[config.mk]
export PLATFORM = sky130hd
export DESIGN_NAME = ram_port_arbiter_flat
export DESIGN_NICKNAME = d
export VERILOG_FILES = /design/src/rtl/ram_arb_pkg.sv /design/src/rtl/ram_port_arbiter_if.sv /design/src/rtl/ram_arb_grant.sv /design/src/rtl/ram_port_arbiter.sv /design/src/flat_wrapper.sv
export SDC_FILE = /design/constraint.sdc
export NUM_CORES = 1
export LEC_CHECK = 0
export ABC_CLOCK_PERIOD_IN_PS = 3300
export BUFFER_PORTS_ARGS = -buffer_cell sky130_fd_sc_hd__buf_2
export CAP_MARGIN = 15
export CORE_MARGIN = 4
export CORE_UTILIZATION = 43
export CTS_BUF_LIST = sky130_fd_sc_hd__clkbuf_8
export CTS_CLUSTER_SIZE = 8
export DETAILED_ROUTE_END_ITERATION = 12
export GPL_ROUTABILITY_DRIVEN = 0
export PLACE_DENSITY = 0.95
export SYNTH_ARGS = -nofsm -noshare
export SYNTH_HDL_FRONTEND = slang
export SYNTH_SLANG_ARGS = --single-unit
[constraint.sdc]
create_clock -name clock -period 3.3 [get_ports clock]
set_input_delay 0.33 -clock clock [delete_from_list [all_inputs] [get_ports clock]]
set_output_delay 0.33 -clock clock [all_outputs]
set_load 0.01 [all_outputs]
[src/rtl/ram_arb_pkg.sv]
// Shared types for the RAM port arbiter: read-owner codes
// and the grant encoding used by the winner-select logic.
package ram_arb_pkg;

  localparam logic [1:0] OWNER_NONE = 2'd0;
  localparam logic [1:0] OWNER_A    = 2'd1;
  localparam logic [1:0] OWNER_B    = 2'd2;

  typedef enum logic [1:0] {
    GNT_NONE = 2'd0,
    GNT_A    = 2'd1,
    GNT_B    = 2'd2
  } grant_t;

endpackage

[src/rtl/ram_port_arbiter_if.sv]
// One requester port of the RAM arbiter.
// master: req/we/addr/wdata out, ready/rvalid/rdata in; slave: mirror.
interface ram_port_arbiter_if #(
  parameter int DATA_WIDTH = 16,
  parameter int ADDR_SPACE = 16
);

  logic                  req;
  logic                  we;
  logic [ADDR_SPACE-1:0] addr;
  logic [DATA_WIDTH-1:0] wdata;
  logic                  ready;
  logic                  rvalid;
  logic [DATA_WIDTH-1:0] rdata;

  modport master (
    output req, we, addr, wdata,
    input  ready, rvalid, rdata
  );

  modport slave (
    input  req, we, addr, wdata,
    output ready, rvalid, rdata
  );

endinterface

[src/rtl/ram_arb_grant.sv]
// Combinational winner select: a_req, b_req, last_grant, starve -> gnt.
// Macro ARB_ROUND_ROBIN_EN selects round-robin; default is B-priority.
module ram_arb_grant
  import ram_arb_pkg::*;
(
  input  logic   a_req,
  input  logic   b_req,
  input  grant_t last_grant,
  input  logic   starve,
  output grant_t gnt
);

  logic a_wins;

`ifdef ARB_ROUND_ROBIN_EN
  logic unused_starve;
  assign unused_starve = starve;
  assign a_wins = (last_grant != GNT_A);
`else
  logic [1:0] unused_last;
  assign unused_last = last_grant;
  assign a_wins = starve;
`endif

  always_comb begin
    gnt = GNT_NONE;
    unique case (1'b1)
      (a_req && !b_req): gnt = GNT_A;
      (!a_req && b_req): gnt = GNT_B;
      (a_req && b_req):  gnt = a_wins ? GNT_A : GNT_B;
      default:           gnt = GNT_NONE;
    endcase
  end

endmodule

[src/rtl/ram_port_arbiter.sv]
// Two-port front end for a 1-cycle single-port RAM (A=fetch, B=LSU).
// Ports: clock, reset, a/b (slave), ram_address/data/wren, ram_q. Macro: ARB_ROUND_ROBIN_EN.
module ram_port_arbiter
  import ram_arb_pkg::*;
#(
  parameter int DATA_WIDTH = 16,
  parameter int ADDR_SPACE = 16,
  parameter int MAX_WAIT   = 4
) (
  input  logic                  clock,
  input  logic                  reset,
  ram_port_arbiter_if.slave     a,
  ram_port_arbiter_if.slave     b,
  output logic [ADDR_SPACE-1:0] ram_address,
  output logic [DATA_WIDTH-1:0] ram_data,
  output logic                  ram_wren,
  input  logic [DATA_WIDTH-1:0] ram_q
);

  grant_t                gnt_raw;
  grant_t                gnt;
  grant_t                last_grant;
  logic [1:0]            rd_owner;
  logic [3:0]            wait_cnt;
  logic [ADDR_SPACE-1:0] addr_q;
  logic                  starve;

  ram_arb_grant u_grant (
    .a_req      (a.req),
    .b_req      (b.req),
    .last_grant (last_grant),
    .starve     (starve),
    .gnt        (gnt_raw)
  );

  assign gnt     = reset ? GNT_NONE : gnt_raw;
  assign a.ready = (gnt == GNT_A);
  assign b.ready = (gnt == GNT_B);

  // Address falls back to the last granted one when idle.
  always_comb begin
    ram_address = addr_q;
    ram_data    = '0;
    ram_wren    = 1'b0;
    unique case (1'b1)
      a.ready: begin
        ram_address = a.addr;
        ram_data    = a.wdata;
        ram_wren    = a.we;
      end
      b.ready: begin
        ram_address = b.addr;
        ram_data    = b.wdata;
        ram_wren    = b.we;
      end
      default: ;
    endcase
  end

  always_ff @(posedge clock) begin
    if (reset) begin
      addr_q     <= '0;
      rd_owner   <= OWNER_NONE;
      last_grant <= GNT_B;
    end else begin
      if (gnt != GNT_NONE) begin
        addr_q     <= ram_address;
        last_grant <= gnt;
      end
      rd_owner <= OWNER_NONE;
      if (a.ready && !a.we) rd_owner <= OWNER_A;
      if (b.ready && !b.we) rd_owner <= OWNER_B;
    end
  end

  // A read accepted just before reset must not surface.
  assign a.rvalid = (rd_owner == OWNER_A) && !reset;
  assign b.rvalid = (rd_owner == OWNER_B) && !reset;
  assign a.rdata  = ram_q;
  assign b.rdata  = ram_q;

`ifdef ARB_ROUND_ROBIN_EN
  logic unused_rr;
  assign starve    = 1'b0;
  assign wait_cnt  = 4'd0;
  assign unused_rr = ^{wait_cnt, 4'(MAX_WAIT)};
`else
  localparam logic [3:0] WAIT_LIM = 4'(MAX_WAIT);

  assign starve = (wait_cnt == WAIT_LIM);

  always_ff @(posedge clock) begin
    if (reset) begin
      wait_cnt <= '0;
    end else if (!a.req || a.ready) begin
      wait_cnt <= '0;
    end else if (!starve) begin
      wait_cnt <= wait_cnt + 4'd1;
    end
  end
`endif

endmodule

[src/flat_wrapper.sv]
// flat-port wrapper written by rule: the top's interface ports become plain ports
module ram_port_arbiter_flat import ram_arb_pkg::*;
#(
  parameter int DATA_WIDTH = 16,
  parameter int ADDR_SPACE = 16,
  parameter int MAX_WAIT   = 4
)
  (clock, reset, ram_address, ram_data, ram_wren, ram_q, a_req, a_we, a_addr, a_wdata, a_ready, a_rvalid, a_rdata, b_req, b_we, b_addr, b_wdata, b_ready, b_rvalid, b_rdata);
  ram_port_arbiter_if #(.DATA_WIDTH(DATA_WIDTH), .ADDR_SPACE(ADDR_SPACE)) a_i ();
  ram_port_arbiter_if #(.DATA_WIDTH(DATA_WIDTH), .ADDR_SPACE(ADDR_SPACE)) b_i ();
  input  logic clock;
  input  logic reset;
  output logic [ADDR_SPACE-1:0] ram_address;
  output logic [DATA_WIDTH-1:0] ram_data;
  output logic ram_wren;
  input  logic [DATA_WIDTH-1:0] ram_q;
  input wire logic [$bits(a_i.req)-1:0] a_req;
  input wire logic [$bits(a_i.we)-1:0] a_we;
  input wire logic [$bits(a_i.addr)-1:0] a_addr;
  input wire logic [$bits(a_i.wdata)-1:0] a_wdata;
  output wire logic [$bits(a_i.ready)-1:0] a_ready;
  output wire logic [$bits(a_i.rvalid)-1:0] a_rvalid;
  output wire logic [$bits(a_i.rdata)-1:0] a_rdata;
  input wire logic [$bits(b_i.req)-1:0] b_req;
  input wire logic [$bits(b_i.we)-1:0] b_we;
  input wire logic [$bits(b_i.addr)-1:0] b_addr;
  input wire logic [$bits(b_i.wdata)-1:0] b_wdata;
  output wire logic [$bits(b_i.ready)-1:0] b_ready;
  output wire logic [$bits(b_i.rvalid)-1:0] b_rvalid;
  output wire logic [$bits(b_i.rdata)-1:0] b_rdata;
  assign a_i.req = a_req;
  assign a_i.we = a_we;
  assign a_i.addr = a_addr;
  assign a_i.wdata = a_wdata;
  assign a_ready = a_i.ready;
  assign a_rvalid = a_i.rvalid;
  assign a_rdata = a_i.rdata;
  assign b_i.req = b_req;
  assign b_i.we = b_we;
  assign b_i.addr = b_addr;
  assign b_i.wdata = b_wdata;
  assign b_ready = b_i.ready;
  assign b_rvalid = b_i.rvalid;
  assign b_rdata = b_i.rdata;
  ram_port_arbiter #(.DATA_WIDTH(DATA_WIDTH), .ADDR_SPACE(ADDR_SPACE), .MAX_WAIT(MAX_WAIT)) u_core (.clock(clock), .reset(reset), .a(a_i), .b(b_i), .ram_address(ram_address), .ram_data(ram_data), .ram_wren(ram_wren), .ram_q(ram_q));
endmodule
# After elaboration in Yosys (flattened, before gate mapping)
# Index checks and enable logic that the tools add are counted.
[totals] regBits=22 inputBits=86 out_inout_bits=69 elab_cells=34
[classes] n_addsub=1 n_eq_ne=5 muxes=8 n_reduce_logical=16
[ops] operator="$pmux W16 S2" n=2
[ops] operator="$logic_and A1 B1 Y1" n=7
[ops] operator="$mux W2" n=3
[ops] operator="$pmux W2 S3" n=1
[ops] operator="$logic_not A1 Y1" n=5
[ops] operator="$add A4 B1 Y4 const B" n=1
[ops] operator="$eq A2 B1 Y1 const B" n=2
[ops] operator="$eq A2 B2 Y1 const B" n=2
[ops] operator="$eq A4 B3 Y1 const B" n=1
[ops] operator="$reduce_or A2 Y1" n=2
[ops] operator="$pmux W1 S2" n=1
[ops] operator="$reduce_bool A2 Y1" n=1
[ops] operator="$logic_or A1 B1 Y1" n=1
[ops] operator="$mux W1" n=1

# Logic depth before layout (Yosys ltp)
# Gate-level depths: netlist of the first run.
[depth] depth_word=8 ltp_mapped=11 mapped_depth_nobuf=9

# Modules after synthesis
# From an unflattened synthesis of the first run, not the netlist that was laid out.
[unflattened] cells_unflattened=226 area_unflattened_um2=1914.3
[by_module_without_submodules] mod="ram_port_arbiter" n_inst=1 cells_each=223 area_each_um2=1895.6 seq_area_each_um2=480.5
[by_module_without_submodules] mod="ram_arb_grant" n_inst=1 cells_each=3 area_each_um2=18.8 seq_area_each_um2=0.0

# Worst setup path after synthesis of the first run
# No wires, ideal clock.
[synth_timing] path_type="register to output" start="register u_core.wait_cnt[0]" end="output ram_data[0]" t_arrival_ns=1.975 path_slack_ns=0.995 stages_incl_launch_ff=11 path_buffers=2 path_cell_list="dfxtp_1 -> inv_1 -> ha_1 -> and3b_1 -> nand2_1 -> and3b_1 -> ha_1 -> clkbuf_1 -> buf_2 -> a22oi_1 -> nor2b_1"
[synth_via] elab_chain_len=6 word_cells_on_any_way=7 cone_classes="3 x eq/ne; 4 x mux"
[synth_rtl] element="start, declared" line="ram_port_arbiter.sv:24" source="logic [3:0] wait_cnt;"
[synth_rtl] element="start signal, assigned" line="ram_port_arbiter.sv:98" source="wait_cnt <= wait_cnt + 4'd1;"
[synth_rtl] element="$eq A4 B3 Y1" line="ram_port_arbiter.sv:90" source="assign starve = (wait_cnt == WAIT_LIM);"
[synth_rtl] element="$mux W2" line="ram_arb_grant.sv:30" source="(a_req && b_req): gnt = a_wins ? GNT_A : GNT_B;"
[synth_rtl] element="$pmux W2 S3" line="ram_arb_grant.sv:27" source="unique case (1'b1)"
[synth_rtl] element="$mux W2" line="ram_port_arbiter.sv:36" source="assign gnt = reset ? GNT_NONE : gnt_raw;"
[synth_rtl] element="$eq A2 B2 Y1" line="ram_port_arbiter.sv:38" source="assign b.ready = (gnt == GNT_B);"
[synth_rtl] element="named net b_ready" line="flat_wrapper.sv:28" source="output wire logic [$bits(b_i.ready)-1:0] b_ready;"
[synth_rtl] element="$pmux W16 S2" line="ram_port_arbiter.sv:45" source="unique case (1'b1)"
[synth_rtl] element="end, declared" line="flat_wrapper.sv:14" source="output logic [DATA_WIDTH-1:0] ram_data;"
# The timed path passes the listed nets, and every way through them passes these cells.

# Worst setup path after layout of the first run
[layout_timing] start="register u_core.wait_cnt[0]" end="output ram_address[8]"
[layout_via] elab_chain_len=6 word_cells_on_any_way=7 cone_classes="3 x eq/ne; 4 x mux"
[layout_rtl] element="$eq A4 B3 Y1 *" line="ram_port_arbiter.sv:90"
[layout_rtl] element="$mux W2 *" line="ram_arb_grant.sv:30"
[layout_rtl] element="$pmux W2 S3 *" line="ram_arb_grant.sv:27"
[layout_rtl] element="$mux W2 *" line="ram_port_arbiter.sv:36"
[layout_rtl] element="$eq A2 B2 Y1 or $eq A2 B1 Y1 (tied branches)" line="ram_port_arbiter.sv:38, ram_port_arbiter.sv:37"
[layout_rtl] element="$pmux W16 S2 *" line="ram_port_arbiter.sv:45"
[layout_rtl] element="end, declared" line="flat_wrapper.sv:13" source="output logic [ADDR_SPACE-1:0] ram_address;"
# Mark *: on every way between the ends. The rest lies on a longest branch, timed or not.

==> reports/qor.csv, run 1 <==
metric;value;unit
r2r_end;u_core.addr_q[6];
cap_violations;0;
hold_viol;0;
post-route-util;0.534;
rows;23;
synth-edff-count;0;
n_antenna_cell;0;
post_cts_buffers;0;
tightest_slew;735;ps
root_buffer;clkbuf_8;
synth_cell_types;28;
cts_tree;done;
rr_startpoint;u_core.wait_cnt[0];
drt-total-wl;4730;um
cp_max_fo;18;
status;finished, final reports clean;
ys_warn_count;0;
path_class;flip-flop to primary output;
hold_ws;249;ps
reg2regPathDepth;11;
clk_path_buf_depth;2;
yosys_most_used_dff;dfxtp_1;
fmax;332;MHz
setup_violations;0;
ctsHoldBuffers;0;
worstHoldPathType;input pin to flip-flop;
p_per_area;329;nW/um^2
dieArea;5310;um^2
worstPathRequired;2970;ps
drcViolationCount;0;
ys_seq_area_frac;0.243;
syn_area;1810;um^2
io_pins;155;
avgSynthCellArea;8.19;um^2
fin_tns_setup;0;ps
synth_nets;313;
grt_usage;0.175;
rsz0062_at_grt;no;
period_minus_slack;3010;ps
total_power;0.709;mW
start_util;0.449;
drt_iter0_drc;69;
maxSlewViolCount;0;
slew_headroom;0.510;
endpoint_kind;primary output;
layout-drive-gt1-share;0.481;
p_leak;0.985;nW
placed_area;2100;um^2
dpl.hpwl;3730;um
hold_start;a_we;
grt_pass1_wl;7560;um
io_buffers;106;
die_y;72.9;um
post_cts_resize_count;0;
vias;1732;
crit_path_start_kind;flip-flop;
cts_made_buffers;3;
htreeDepth;1;
critPathArrivalTime;2680;ps
drt.antenna.violating_nets;0;
holdPathStages;2;
synth_async_sr_flop_share;0;
fin_worst_skew;4.51;ps
grt_antenna_before_repair;0;
syn_inst;221;
grt_max_degree;28;
clk_latency;260;ps
fill_cells;416;
first_pass_iters;4;
drt-wirelength-per-cell;14.0;um
ff2ff_setup_slack;810;ps
cts_sinks;22;
period_share;0.913;
core;4030;um^2
synth-seq-cells;22;
area_growth;19.0;%
drt-vias-per-instance;5.14;
first_global_vias;1704;
stdcell_area;2150;um^2
peakVddDrop;280;uV
chipWidth;72.9;um
clk_pin_slew;80;ps
whs_endpoint;u_core.rd_owner[0];
nNetsFinal;380;
overflow;0;
==> per-layer routing <==
metal / share of wire / track usage / routed length, um / vias to the layer above
li1: - / - / - / 874
met1: 0.41 / 0.198 / 1930 / 802
met2: 0.53 / 0.336 / 2520 / 50
met3: 0.054 / 0.0427 / 258 / 6
met4: 0.0044 / 0.0266 / 21 / 0
met5: 0 / 0 / 0 / -
==> flip-flops by register name, indices dropped and copies added, names as in the netlist <==
name and flops:
u_core.rd_owner 2, u_core.wait_cnt 4, u_core.addr_q 16
==> cells by family (layout without fill, tap and decap cells) <==
family	Yosys count	count (layout)	synth area share
AO/OA/AOI/OAI	68	68	0.302
XOR/XNOR	2	2	0.00968
adder cells (fa/ha/maj)	6	6	0.0415
buffers and inverters	54	120	0.203
flip-flops	22	22	0.243
multiplexers	1	1	0.00553
AND/OR/NAND/NOR	68	68	0.195
==> report_power, final <==
part,switching [mW],total (mW),leakage [nW],internal [mW]
logic,0.126,0.234,0.777,0.108
clock network,0.0817,0.188,0.0288,0.106
registers,0.00787,0.288,0.179,0.280
total,0.215,0.709,0.985,0.494
==> stage by stage <==
step	cells	worst slack [ps]
final	337	289
after CTS	337	273
after floorplan	221	995
after detailed placement	333	577
after global routing	337	51.6
after global placement	333	737
==> final cells by class <==
type	count	area, um^2	share of cell area
Inverter	3	11.3	0.00523
Sequential cell	22	440	0.205
Timing Repair Buffer	113	583	0.271
Clock buffer	4	55.1	0.0256
Tap cell	50	62.6	0.0291
Multi-Input combinational cell	145	1000	0.465
==> critical path: stages, from the launching register on <==
cell and delay, ps:
dfxtp_1 360, inv_1 80, ha_1 230, and3b_1 230
nand2_1 90, and3b_1 180, ha_1 640, a22oi_1 240
a21oi_1 210, buf_2 150
==> cell usage in the layout, fill, tap and decap left out, types with 2 or more instances in the layout <==
cell      count
a211oi_2     16
a21oi_1      18
a22oi_1      33
and3b_1       2
buf_2       106
buf_4         7
clkbuf_8      4
dfxtp_1      22
ha_1          6
inv_1         2
nand2_1       3
nand3b_1      2
nor2_1       31
nor2_2        4
nor2b_1      19
nor3b_1       2
xnor2_1       2
==> synthesized netlist by cell type, drive strengths merged, types with 2 or more instances <==
master  number  area, um^2
dfxtp       22         440
nor2b       19         119
nor3b        2        15.0
inv          3        11.3
a211oi      16         200
and3b        2        17.5
nand3b       2        15.0
xnor2        2        17.5
ha           6        75.1
buf         47         342
clkbuf       4        15.0
a22oi       33         248
a21oi       18        90.1
nand2        3        11.3
nor2        35         141
==> how the worst max path moves through the flow <==
stage	start	to	slack, ps	cells past startpoint
finish	u_core.wait_cnt[0]	ram_address[8]	290	9
floorplan	u_core.wait_cnt[0]	ram_data[0]	990	10
CTS	u_core.wait_cnt[0]	ram_address[8]	270	9
detailed placement	u_core.wait_cnt[0]	ram_address[8]	580	9
global placement	u_core.wait_cnt[0]	ram_address[10]	740	9
global route	u_core.wait_cnt[0]	ram_address[8]	50	9
Note: power is estimated with default switching activity, not from simulation.
==> run 2: changes to the inputs <==
- CORE_ASPECT_RATIO: not set -> 0.6
- SKIP_LAST_GASP: not set -> 1
==> run 2 against run 1 <==
Compared with the run above: final cell count grew 1.8%; core utilization grew 2.9 points; clock power increased by 34%; largest power group unchanged; critical endpoint is now ram_address[12]; clock skew rose by 4.8 ps; setup slack improved by 63 ps; highest routed layer unchanged; global-route usage down 0.89 points.
==> reports/qor.csv, run 2 (synthesized netlist as in run 1, its figures left out) <==
metric;value;unit
critical_path.max_stage_delay;590;ps
seq_area;440;um^2
grt_usage;0.167;
setup_violations;0;
critPathBufInv;2;
drcViolationCount;0;
grt_pass1_wl;7440;um
htreeDepth;1;
multiInputGateArea;1000;um^2
post-route-util;0.564;
cap_violations;0;
maxSlewViolCount;0;
final_cell_mix;buf_2, a22oi_1, nor2_1, dfxtp_1, nor2b_1;
critPathTopFamily;adder cells;
area_growth;20.0;%
drt.antenna.violating_nets;0;
critPathArrivalTime;2620;ps
overflow;0;
hold_start;a_we;
drt_iter0_drc;50;
first_pass_iters;4;
dpl.hpwl;3600;um
slew_headroom;0.557;
post_cts_resize_count;0;
largest_reg_flops;16;
ctsHoldBuffers;0;
endpoint_kind;primary output;
clk_pin_slew;90;ps
core;3850;um^2
io_buffers;106;
placed_area;2100;um^2
crit_start;u_core.wait_cnt[0];
root_buffer;clkbuf_8;
fill_cells;366;
cts_made_buffers;3;
cts_tree;done;
regMostFlops;u_core.addr_q;
clk_latency;260;ps
clk_path_buf_depth;2;
peakVddDrop;175;uV
pwr-share-clk;0.326;
switching_share;0.289;
cts_sinks;22;
period_share;0.894;
vias;1702;
chipWidth;91.7;um
rows;17;
layout-drive-gt1-share;0.479;
total_power;0.773;mW
io_pins;155;
first_global_vias;1671;
n_antenna_cell;0;
seqPwrFrac;0.373;
worstHoldPathType;input pin to flip-flop;
final_common_cell;buf_2;
tightest_slew;664;ps
cp_max_fo;18;
crit_path_start_kind;flip-flop;
worstPathRequired;2970;ps
p_leak;0.987;nW
grt_antenna_before_repair;0;
hold_viol;0;
crit_slowest_cell;ha_1;
nNetsFinal;379;
drt-total-wl;4590;um
p_per_area;356;nW/um^2
fin_tns_setup;0;ps
power.switching;0.223;mW
top_regs;u_core.addr_q x16, u_core.wait_cnt x4, u_core.rd_owner x2;
post_cts_buffers;0;
start_util;0.470;
status;finished, final reports clean;
drt-wirelength-per-cell;13.4;um
comb_power_share;0.301;
rr_startpoint;u_core.wait_cnt[0];
crit_chain;inv_1, ha_1, and3b_1, nand2_1, and3b_1, ha_1, a22oi_1, a21oi_1, buf_2;
path_class;flip-flop to primary output;
stdcell_area;2170;um^2
period_minus_slack;2950;ps
die_y;58.2;um
rsz0062_at_grt;no;
fmax;339;MHz
grt_max_degree;29;
p_int;0.550;mW
dieArea;5340;um^2
drt-vias-per-instance;4.96;
fin_worst_skew;9.34;ps
==> run 2: power by group through the flow <==
stage               Combinational [mW]  Clock [mW]  Sequential (mW)
floorplan                        0.186           0            0.292
global placement                 0.227           0            0.293
detailed placement               0.234           0            0.294
CTS                              0.234       0.260            0.288
global route                     0.260       0.273            0.290
finish                           0.232       0.252            0.288
==> run 2: per-stage QoR <==
step	cells	hold slack, ps	setup WS [ps]
global placement	339	481	676
CTS	343	239	308
floorplan	221	402	995
finish	343	245	351
detailed placement	339	483	613
global route	343	241	36.5
==> run 2: path summary, 6_finish.rpt <==
check | endpoint | slack [ps] | depth (start not counted)
worst min register to register | u_core.wait_cnt[1] | 500 | 2
worst min-delay path | u_core.rd_owner[0] | 240 | 2
worst max register to register | u_core.addr_q[10] | 780 | 10
worst max-delay path | ram_address[12] | 350 | 9
==> run 2: worst register-to-register path: stages, from the launching register on <==
cell and delay (ps):
dfxtp_1 360, inv_1 80, ha_1 230, and3b_1 230, nand2_1 90, nand3b_1 100, ha_1 570, and2b_1 210
buf_4 290, nor2_1 90, a211oi_2 190
==> run 2: final cells by class <==
class,count,share of cell area
clock inverter,1,0.0138
tap,57,0.0329
multi-input combinational,145,0.461
clock buffer,3,0.0190
inverter,3,0.00519
timing repair buffer,112,0.265
sequential,22,0.203
==> run 2: routing by layer <==
layer,share of wire,global-route usage
met1,0.43,0.202
met2,0.47,0.290
met3,0.097,0.0610
met4,0.0022,0.0296
met5,0,0
